$ cat src/rtl/check_scan_if.sv
// Beat stream from the check_scan readout engine to a display/UART/trace sink.
// A beat transfers on any rising edge where out_valid and out_ready are both high.
interface check_scan_if #(
  parameter int N  = 64,
  parameter int AW = 8
);
  logic          out_valid;
  logic          out_ready;
  logic [AW-1:0] out_addr;
  logic [N-1:0]  out_data;
  logic          out_last;

  modport master (
    output out_valid,
    output out_addr,
    output out_data,
    output out_last,
    input  out_ready
  );

  modport slave (
    input  out_valid,
    input  out_addr,
    input  out_data,
    input  out_last,
    output out_ready
  );
endinterface

$ cat src/rtl/check_scan.sv
// Debug readout engine: sweeps register file or data memory check ports and streams (addr, data) beats.
// Optional SCAN_CHKSUM_EN appends a rotating-XOR checksum beat at the end of every scan.
module check_scan #(
  parameter int N  = 64,
  parameter int AW = 8,
  parameter int CW = 8
) (
  input  logic          clk,
  input  logic          reset,
  input  logic          start,
  input  logic          mode,
  input  logic [AW-1:0] base,
  input  logic [CW-1:0] count,
  output logic [AW-1:0] checkra,
  input  logic [N-1:0]  checkr,
  output logic [AW-1:0] checkma,
  input  logic [31:0]   checkm,
  check_scan_if.master  stream,
  output logic          busy,
  output logic          done,
  output logic [2:0]    dbg_state
);

  typedef enum logic [2:0] {
    S_IDLE    = 3'd0,
    S_CAPTURE = 3'd1,
    S_SEND    = 3'd2,
    S_FIN     = 3'd3,
    S_CKLOAD  = 3'd4
  } state_t;

`ifdef SCAN_CHKSUM_EN
  localparam state_t TAIL = S_CKLOAD;
`else
  localparam state_t TAIL = S_FIN;
`endif

  state_t        state;
  state_t        state_nx;
  logic          mode_q;
  logic [CW-1:0] rem;
  logic [AW-1:0] cur;
  logic          hs;
  logic          more;

  assign hs        = (state == S_SEND) && stream.out_ready;
  // Another data entry follows the beat being handed off.
  assign more      = !stream.out_last && (rem != CW'(1));
  assign busy      = (state != S_IDLE);
  assign done      = (state == S_FIN);
  assign dbg_state = state;

  always_ff @(posedge clk) begin
    if (reset) state <= S_IDLE;
    else       state <= state_nx;
  end

  always_comb begin
    state_nx = state;
    case (state)
      S_IDLE: begin
        if (start) state_nx = (count == '0) ? TAIL : S_CAPTURE;
      end
      S_CAPTURE: state_nx = S_SEND;
      S_SEND: begin
        if (hs) begin
          if (stream.out_last) state_nx = S_FIN;
          else if (more)       state_nx = S_CAPTURE;
          else                 state_nx = TAIL;
        end
      end
      S_FIN:    state_nx = S_IDLE;
      S_CKLOAD: state_nx = S_SEND;
      default:  state_nx = S_IDLE;
    endcase
  end

`ifdef SCAN_CHKSUM_EN
  logic [N-1:0] ck;

  always_ff @(posedge clk) begin
    if (reset)                         ck <= '0;
    else if (state == S_IDLE && start) ck <= '0;
    else if (hs && !stream.out_last)   ck <= {ck[N-2:0], ck[N-1]} ^ stream.out_data;
  end
`endif

  always_ff @(posedge clk) begin
    if (reset) begin
      checkra          <= '0;
      checkma          <= '0;
      stream.out_addr  <= '0;
      stream.out_data  <= '0;
      stream.out_valid <= 1'b0;
      stream.out_last  <= 1'b0;
      mode_q           <= 1'b0;
      rem              <= '0;
      cur              <= '0;
    end else begin
      case (state)
        S_IDLE: begin
          if (start) begin
            mode_q <= mode;
            rem    <= count;
            cur    <= base;
            if (mode) checkma <= base;
            else      checkra <= base;
          end
        end
        S_CAPTURE: begin
          stream.out_data  <= mode_q ? {{(N-32){1'b0}}, checkm} : checkr;
          stream.out_addr  <= cur;
`ifdef SCAN_CHKSUM_EN
          stream.out_last  <= 1'b0;
`else
          stream.out_last  <= (rem == CW'(1));
`endif
          stream.out_valid <= 1'b1;
        end
        S_SEND: begin
          if (hs) begin
            stream.out_valid <= 1'b0;
            if (rem != '0) rem <= rem - CW'(1);
            if (more) begin
              cur <= cur + AW'(1);
              if (mode_q) checkma <= cur + AW'(1);
              else        checkra <= cur + AW'(1);
            end
          end
        end
`ifdef SCAN_CHKSUM_EN
        S_CKLOAD: begin
          stream.out_addr  <= '1;
          stream.out_data  <= ck;
          stream.out_last  <= 1'b1;
          stream.out_valid <= 1'b1;
        end
`endif
        default: ;
      endcase
    end
  end

endmodule

$ cat src/flat_wrapper.sv
// flat-port wrapper written by rule: the top's interface ports become plain ports
module check_scan_flat 
#(
  parameter int N  = 64,
  parameter int AW = 8,
  parameter int CW = 8
)
  (clk, reset, start, mode, base, count, checkra, checkr, checkma, checkm, busy, done, dbg_state, stream_out_valid, stream_out_addr, stream_out_data, stream_out_last, stream_out_ready);
  check_scan_if #(.N(N), .AW(AW)) stream_i ();
  input  logic clk;
  input  logic reset;
  input  logic start;
  input  logic mode;
  input  logic [AW-1:0] base;
  input  logic [CW-1:0] count;
  output logic [AW-1:0] checkra;
  input  logic [N-1:0] checkr;
  output logic [AW-1:0] checkma;
  input  logic [31:0] checkm;
  output logic busy;
  output logic done;
  output logic [2:0] dbg_state;
  output wire logic [$bits(stream_i.out_valid)-1:0] stream_out_valid;
  output wire logic [$bits(stream_i.out_addr)-1:0] stream_out_addr;
  output wire logic [$bits(stream_i.out_data)-1:0] stream_out_data;
  output wire logic [$bits(stream_i.out_last)-1:0] stream_out_last;
  input wire logic [$bits(stream_i.out_ready)-1:0] stream_out_ready;
  assign stream_out_valid = stream_i.out_valid;
  assign stream_out_addr = stream_i.out_addr;
  assign stream_out_data = stream_i.out_data;
  assign stream_out_last = stream_i.out_last;
  assign stream_i.out_ready = stream_out_ready;
  check_scan #(.N(N), .AW(AW), .CW(CW)) u_core (.clk(clk), .reset(reset), .start(start), .mode(mode), .base(base), .count(count), .checkra(checkra), .checkr(checkr), .checkma(checkma), .checkm(checkm), .stream(stream_i), .busy(busy), .done(done), .dbg_state(dbg_state));
endmodule
$ cat config.mk
export PLATFORM = sky130hd
export DESIGN_NAME = check_scan_flat
export DESIGN_NICKNAME = d
export VERILOG_FILES = /design/src/rtl/check_scan_if.sv /design/src/rtl/check_scan.sv /design/src/flat_wrapper.sv
export SDC_FILE = /design/constraint.sdc
export NUM_CORES = 1
export LEC_CHECK = 0
export CAP_MARGIN = 40
export CORE_UTILIZATION = 43
export CTS_BUF_LIST = sky130_fd_sc_hd__clkbuf_8
export CTS_CLUSTER_SIZE = 40
export DETAILED_ROUTE_END_ITERATION = 10
export PLACE_DENSITY = 0.82
export SYNTH_ARGS = -nofsm -noshare
export SYNTH_HDL_FRONTEND = slang
export SYNTH_SLANG_ARGS = --single-unit
$ cat constraint.sdc
create_clock -name clk -period 2.3 [get_ports clk]
set_input_delay 0.46 -clock clk [delete_from_list [all_inputs] [get_ports clk]]
set_output_delay 0.46 -clock clk [all_outputs]
set_load 0.02 [all_outputs]
=== Word-level counts from Yosys, hierarchy flattened ===
Cells that the tools add are included.

* Add/sub/neg operators: 2
* Reduce and logical (&&, ||, !) cells: 17
* Muxes and demuxes: 29
* Equal/unequal tests: 14

{| class="wikitable"
|+ Operators by type and width
! cell !! number
|-
| $mux 8 || 16
|-
| $mux 64 || 1
|-
| $pmux 8 s2 || 4
|-
| $reduce_and 6->1 || 2
|-
| $ne 2x2->1 const B || 5
|-
| $mux 3 || 3
|-
| $pmux 3 s3 || 1
|-
| $add 8x1->8 const B || 1
|-
| $eq 8x1->1 const B || 1
|-
| $logic_not 8->1 || 1
|-
| $ne 8x1->1 const B || 1
|-
| $reduce_and 4->1 || 2
|-
| $reduce_bool 8->1 || 1
|-
| $sub 8x1->8 const B || 1
|-
| $eq 3x2->1 const B || 2
|-
| $ne 2x1->1 const B || 3
|-
| $reduce_and 2->1 || 3
|-
| $mux 2 || 2
|-
| $reduce_bool 2->1 || 2
|-
| $eq 3x1->1 const B || 1
|-
| $eq 3x3->1 const B || 1
|-
| $logic_not 3->1 || 1
|-
| $reduce_bool 3->1 || 1
|-
| $logic_and 1x1->1 || 2
|-
| 4 further kinds || 4
|}

* Bits of input ports: 117
* Bits in registers: 110
* Output and inout port bits: 95
* Word-level logic and storage cells: 72

=== Longest topological paths before layout ===
* Depth after elaboration: 6
* Gate-level depth with buffers: 8

=== Worst setup path after synthesis ===
OpenSTA, ideal clock, no wires.

* Path kind: flip-flop to flip-flop
* Start: register u_core.rem[0]
* End: register u_core.rem[4]
* Arrival: 1591 ps
* Path slack: 581 ps
* Buffers on the path: 1
* Stages on the path, launching flop included: 9
* Cells stage by stage: dfxtp_1 -> inv_1 -> ha_1 -> nor3b_1 -> a311oi_1 -> buf_2 -> o21ai_0 -> a22oi_1 -> nor2_1

* Word-level cells in the longest chain between the ends: 4
* Elaborated cells between the ends (all ways): 7
* Those cells by class: 1 x add/sub; 1 x eq/ne; 3 x mux; 2 x reduce/logical

{| class="wikitable"
|+ Ends and longest elaborated chain
! what !! line !! RTL
|-
| start: declaration || check_scan.sv:41 || <nowiki>logic [CW-1:0] rem;</nowiki>
|-
| start signal: assignment || check_scan.sv:104 || <nowiki>rem <= count;</nowiki>
|-
| start signal: assignment || check_scan.sv:123 || <nowiki>if (rem != '0) rem <= rem - CW'(1);</nowiki>
|-
| $sub 8x1->8 || check_scan.sv:123 ||
|-
| $mux 8 || check_scan.sv:123 ||
|-
| $mux 8 || check_scan.sv:121 || <nowiki>if (hs) begin</nowiki>
|-
| $pmux 8 s2 || check_scan.sv:100 || <nowiki>case (state)</nowiki>
|}

Parallel ways exist; a longest one is shown, timed or not. The select of a mux whose other input is x is not followed.
A chain may end at the register's enable or synchronous reset.

=== Worst setup path after layout ===
* Start: register u_core.state[1] (netlist: u_core.dbg_state[1])
* End: output busy

* Word-level cells in the longest chain between the ends: 1

{| class="wikitable"
|+ Ends and longest elaborated chain
! what !! line !! RTL
|-
| start: declaration || check_scan.sv:38 || <nowiki>state_t state;</nowiki>
|-
| start signal: assignment || check_scan.sv:55 || <nowiki>else state <= state_nx;</nowiki>
|-
| $reduce_bool 3->1 || check_scan.sv:49 || <nowiki>assign busy = (state != S_IDLE);</nowiki>
|-
| end: declaration || flat_wrapper.sv:20 || <nowiki>output logic busy;</nowiki>
|}

No other way between the ends.

==> run metrics <==
Final period util=between 90 and 100%; DRC errors left=0; Mean Syn Cell Area=approximately 8.5 um^2; Leak=about 2.4 nW; Starting Density=approximately 45%; Synth Warn #=0; Overflow after GRT=0; total CTS buffers=9; Worst Tran Pin Value=around 790 ps; area grow syn2layout=49.6%; # IOs=212; Die H=107 um; synthesized flop and latch total=between 100 and 150; Hold Crit Class=flop to flop; DR iter-0 viols=238; Final GP Congestion=0.861; Max VDD drop=between 0.0004 and 0.0005 V; CP Launch Type=flop; ANT cells=0; fill count=~860; sequential power share=roughly half; CP required=around 1800 ps; # H-tree levels=3; Worst Path Arrival=~1700 ps; Setup TNS=0 ps; Reg-to-Reg Start=u_core.rem[0]$_SDFFE_PP0P_; die area=11500 um^2; clock group share of total power=between 20% and 30%; status=finished clean; Post-DP HPWL=slightly above 10000 um; Clk Tree Root Cell=clkbuf_8; Clk Latency, worst-skew pair=~360 ps; mapped cell area=between 4000 and 5000 um^2; Total GRT Usage=between 20% and 30%; hold path depth=2; row count=37; PortBufs=between 200 and 250; Psw=1.40 mW; EDFF count, synth=0; Cell variety after synth=48; CTS tree=done; Slew HR=47.1%; 1st-pass router iterations=5; vias per std cell=5.34; total clock sinks=109; clk slew on worst S/H paths=around 110 ps; Hold Crit Start=u_core.stream.out_data[52]$_SDFFE_PP0N_; RSZ-0062 raised after global routing=false; Hold EP=u_core.stream.out_data[52]$_SDFFE_PP0N_; Reg2Reg Setup Slack=420 ps; Comb pwr share=a little over a quarter; Setup CP Type=flop to output port; sequential-to-total area share from yosys stat=between 40% and 50%; vias in the first global route=4467; Total Power=4.44 mW; Post-synth top flop=dfxtp_1; max-cap viol count=0; syn nets=679; r2r worst-path depth=8; Routed wire per std cell=around 16 um; async set or reset register ratio after synthesis=0%; Final Hold Fails=0; core area=10500 um^2; CP max FO=12; Post-DP Area=approximately 6900 um^2; Antenna Nets Post-Route=0; fmax=~470 MHz; final net count=approximately 860; post-route cell area=slightly above 7000 um^2; Switching Fraction=approximately a third; final setup fails=0; Setup Fix Bufs, Post-CTS=0; worst hold slack=about 450 ps; Die X-Extent=around 110 um; initial antenna violation count=0; pin count of the biggest net entering global routing=78; Via Count=4719; first-pass GRT wire length=about 22000 um; clk_skew=~14 ps; layout cells sized above 1=between 4 and 5%; fin. max-slew vios=0; reg-to-reg endpoint=u_core.rem[4]$_SDFFE_PP0P_; clk buf depth=2; final worst path period need=around 2100 ps; Post-Syn Instances=559; Critical Path End Type=output port; final core occ=67.6%; pwr/cell area=roughly 620 nW/um^2; Detailed Route WL=roughly 14000 um; internal power=between 3 and 4 mW
## layer usage
layer	up-vias	share of wire (%)	track usage, %
met3	20	7.2	5.11
met5	-	0	0
met1	2195	40	27.7
met2	187	51	41.9
li1	2317	-	-
met4	0	2.0	8.51
## cell usage in the layout (no fill, tap or decap), types with 2 or more instances in the layout
master             n
a211oi_1          39
a21o_1             2
a21oi_1           63
a221oi_1           2
a22oi_1            3
a311oi_1           2
a31oi_1            3
and2_1             2
buf_12             2
buf_4              7
clkbuf_8           9
clkdlybuf4s50_1  209
clkinv_4           2
dfxtp_1          106
dfxtp_2            3
ha_1               3
inv_1              6
inv_8              2
mux2i_1           36
nand2_1           91
nand2b_1           6
nand3_1            4
nand3b_1          35
nand4_1            2
nand4b_1           2
nor2_1            55
nor3_1             2
nor4_1             2
o21ai_0           19
or3_1              4
xor2_1             3
## state kept, by name (all words and copies together) (netlist names), 2 cells and up
signal                  count
u_core.cur                  8
u_core.rem                  8
u_core.checkma              8
u_core.checkra              8
u_core.stream.out_addr      8
u_core.dbg_state            2
u_core.stream.out_data     64
## cell families (layout without fill, tap and decap cells)
family | after synthesis | after routing | share of synthesized area, %
DFF | 109 | 109 | 46.0
xor gates and xnor gates | 4 | 4 | 0.738
other | 1 | 1 | 0.0790
adders and majority gates | 3 | 3 | 0.791
AOI/OAI and AO/OA | 144 | 144 | 19.1
buffers and inverters | 51 | 239 | 4.53
and+or+nand+nor | 211 | 211 | 21.2
muxes | 36 | 36 | 7.59
## area by class of cell
cell class | count | area (um^2) | area share, %
multi-input cells | 399 | 2360 | 33.2
flip-flops and latches | 109 | 2190 | 30.8
repair buffers | 218 | 2180 | 30.8
well taps | 136 | 170 | 2.40
clock buffers | 9 | 124 | 1.74
clock inverters | 7 | 60.1 | 0.846
inverters | 5 | 18.8 | 0.264
## timing repair
action | 4_1_cts | 5_1_grt
endpoints found under the setup margin | 2 | 0
gates resized for setup | 2 | 0
hold buffers | 0 | 0
## worst max path at each step
stage	from	end	cells after the start
floorplan	u_core.rem[0]$_SDFFE_PP0P_	u_core.rem[4]$_SDFFE_PP0P_	8
global placement	stream_out_ready	u_core.checkra[0]$_SDFFE_PP0P_	6
detailed placement	stream_out_ready	u_core.checkra[0]$_SDFFE_PP0P_	6
CTS	u_core.dbg_state[1]$_SDFFE_PP0P_	busy	3
global route	u_core.dbg_state[1]$_SDFFE_PP0P_	done	2
finish	u_core.dbg_state[1]$_SDFFE_PP0P_	busy	3
## power groups by stage
stage | clock [mW] | sequential [mW] | combinational (mW)
final | 1.10 | 2.14 | 1.20
after global routing | 1.22 | 2.16 | 1.29
after CTS | 1.12 | 2.14 | 1.20
after detailed placement | 0 | 2.18 | 1.20
after global placement | 0 | 2.17 | 1.17
after floorplan | 0 | 2.29 | 0.516
## through the flow
step,worst slack (ps),instances
2_1_floorplan,581,559
3_3_place_gp,99.8,867
3_5_place_dp,27.8,867
4_1_cts,163,883
5_1_grt,87.2,883
6_report,184,883
## cells in the mapped netlist, drive strengths merged, types with 2 or more instances
master / instances / share of area (%)
nor3: 2 / 0.21
a21o: 2 / 0.32
xor2: 3 / 0.55
nand4b: 2 / 0.37
a31oi: 3 / 0.40
nand2b: 6 / 0.79
a22oi: 3 / 0.47
dfxtp: 109 / 46
nand3b: 35 / 5.5
nand2: 91 / 7.2
ha: 3 / 0.79
a211oi: 40 / 6.6
inv: 5 / 0.40
and2: 2 / 0.26
clkbuf: 30 / 2.4
buf: 16 / 1.8
a21oi: 65 / 7.2
o21ai: 20 / 2.1
mux2i: 36 / 7.6
nand4: 2 / 0.26
nor2: 55 / 4.4
nor4: 3 / 0.53
or3: 4 / 0.53
a221oi: 2 / 0.37
a311oi: 2 / 0.37
nand3: 4 / 0.42
## critical path: stages (launching register included)
cell and delay [ps]:
dfxtp_2 510, nor2_1 130, inv_1 70, clkdlybuf4s50_1 590
Power figures use the tool's default switching activity.
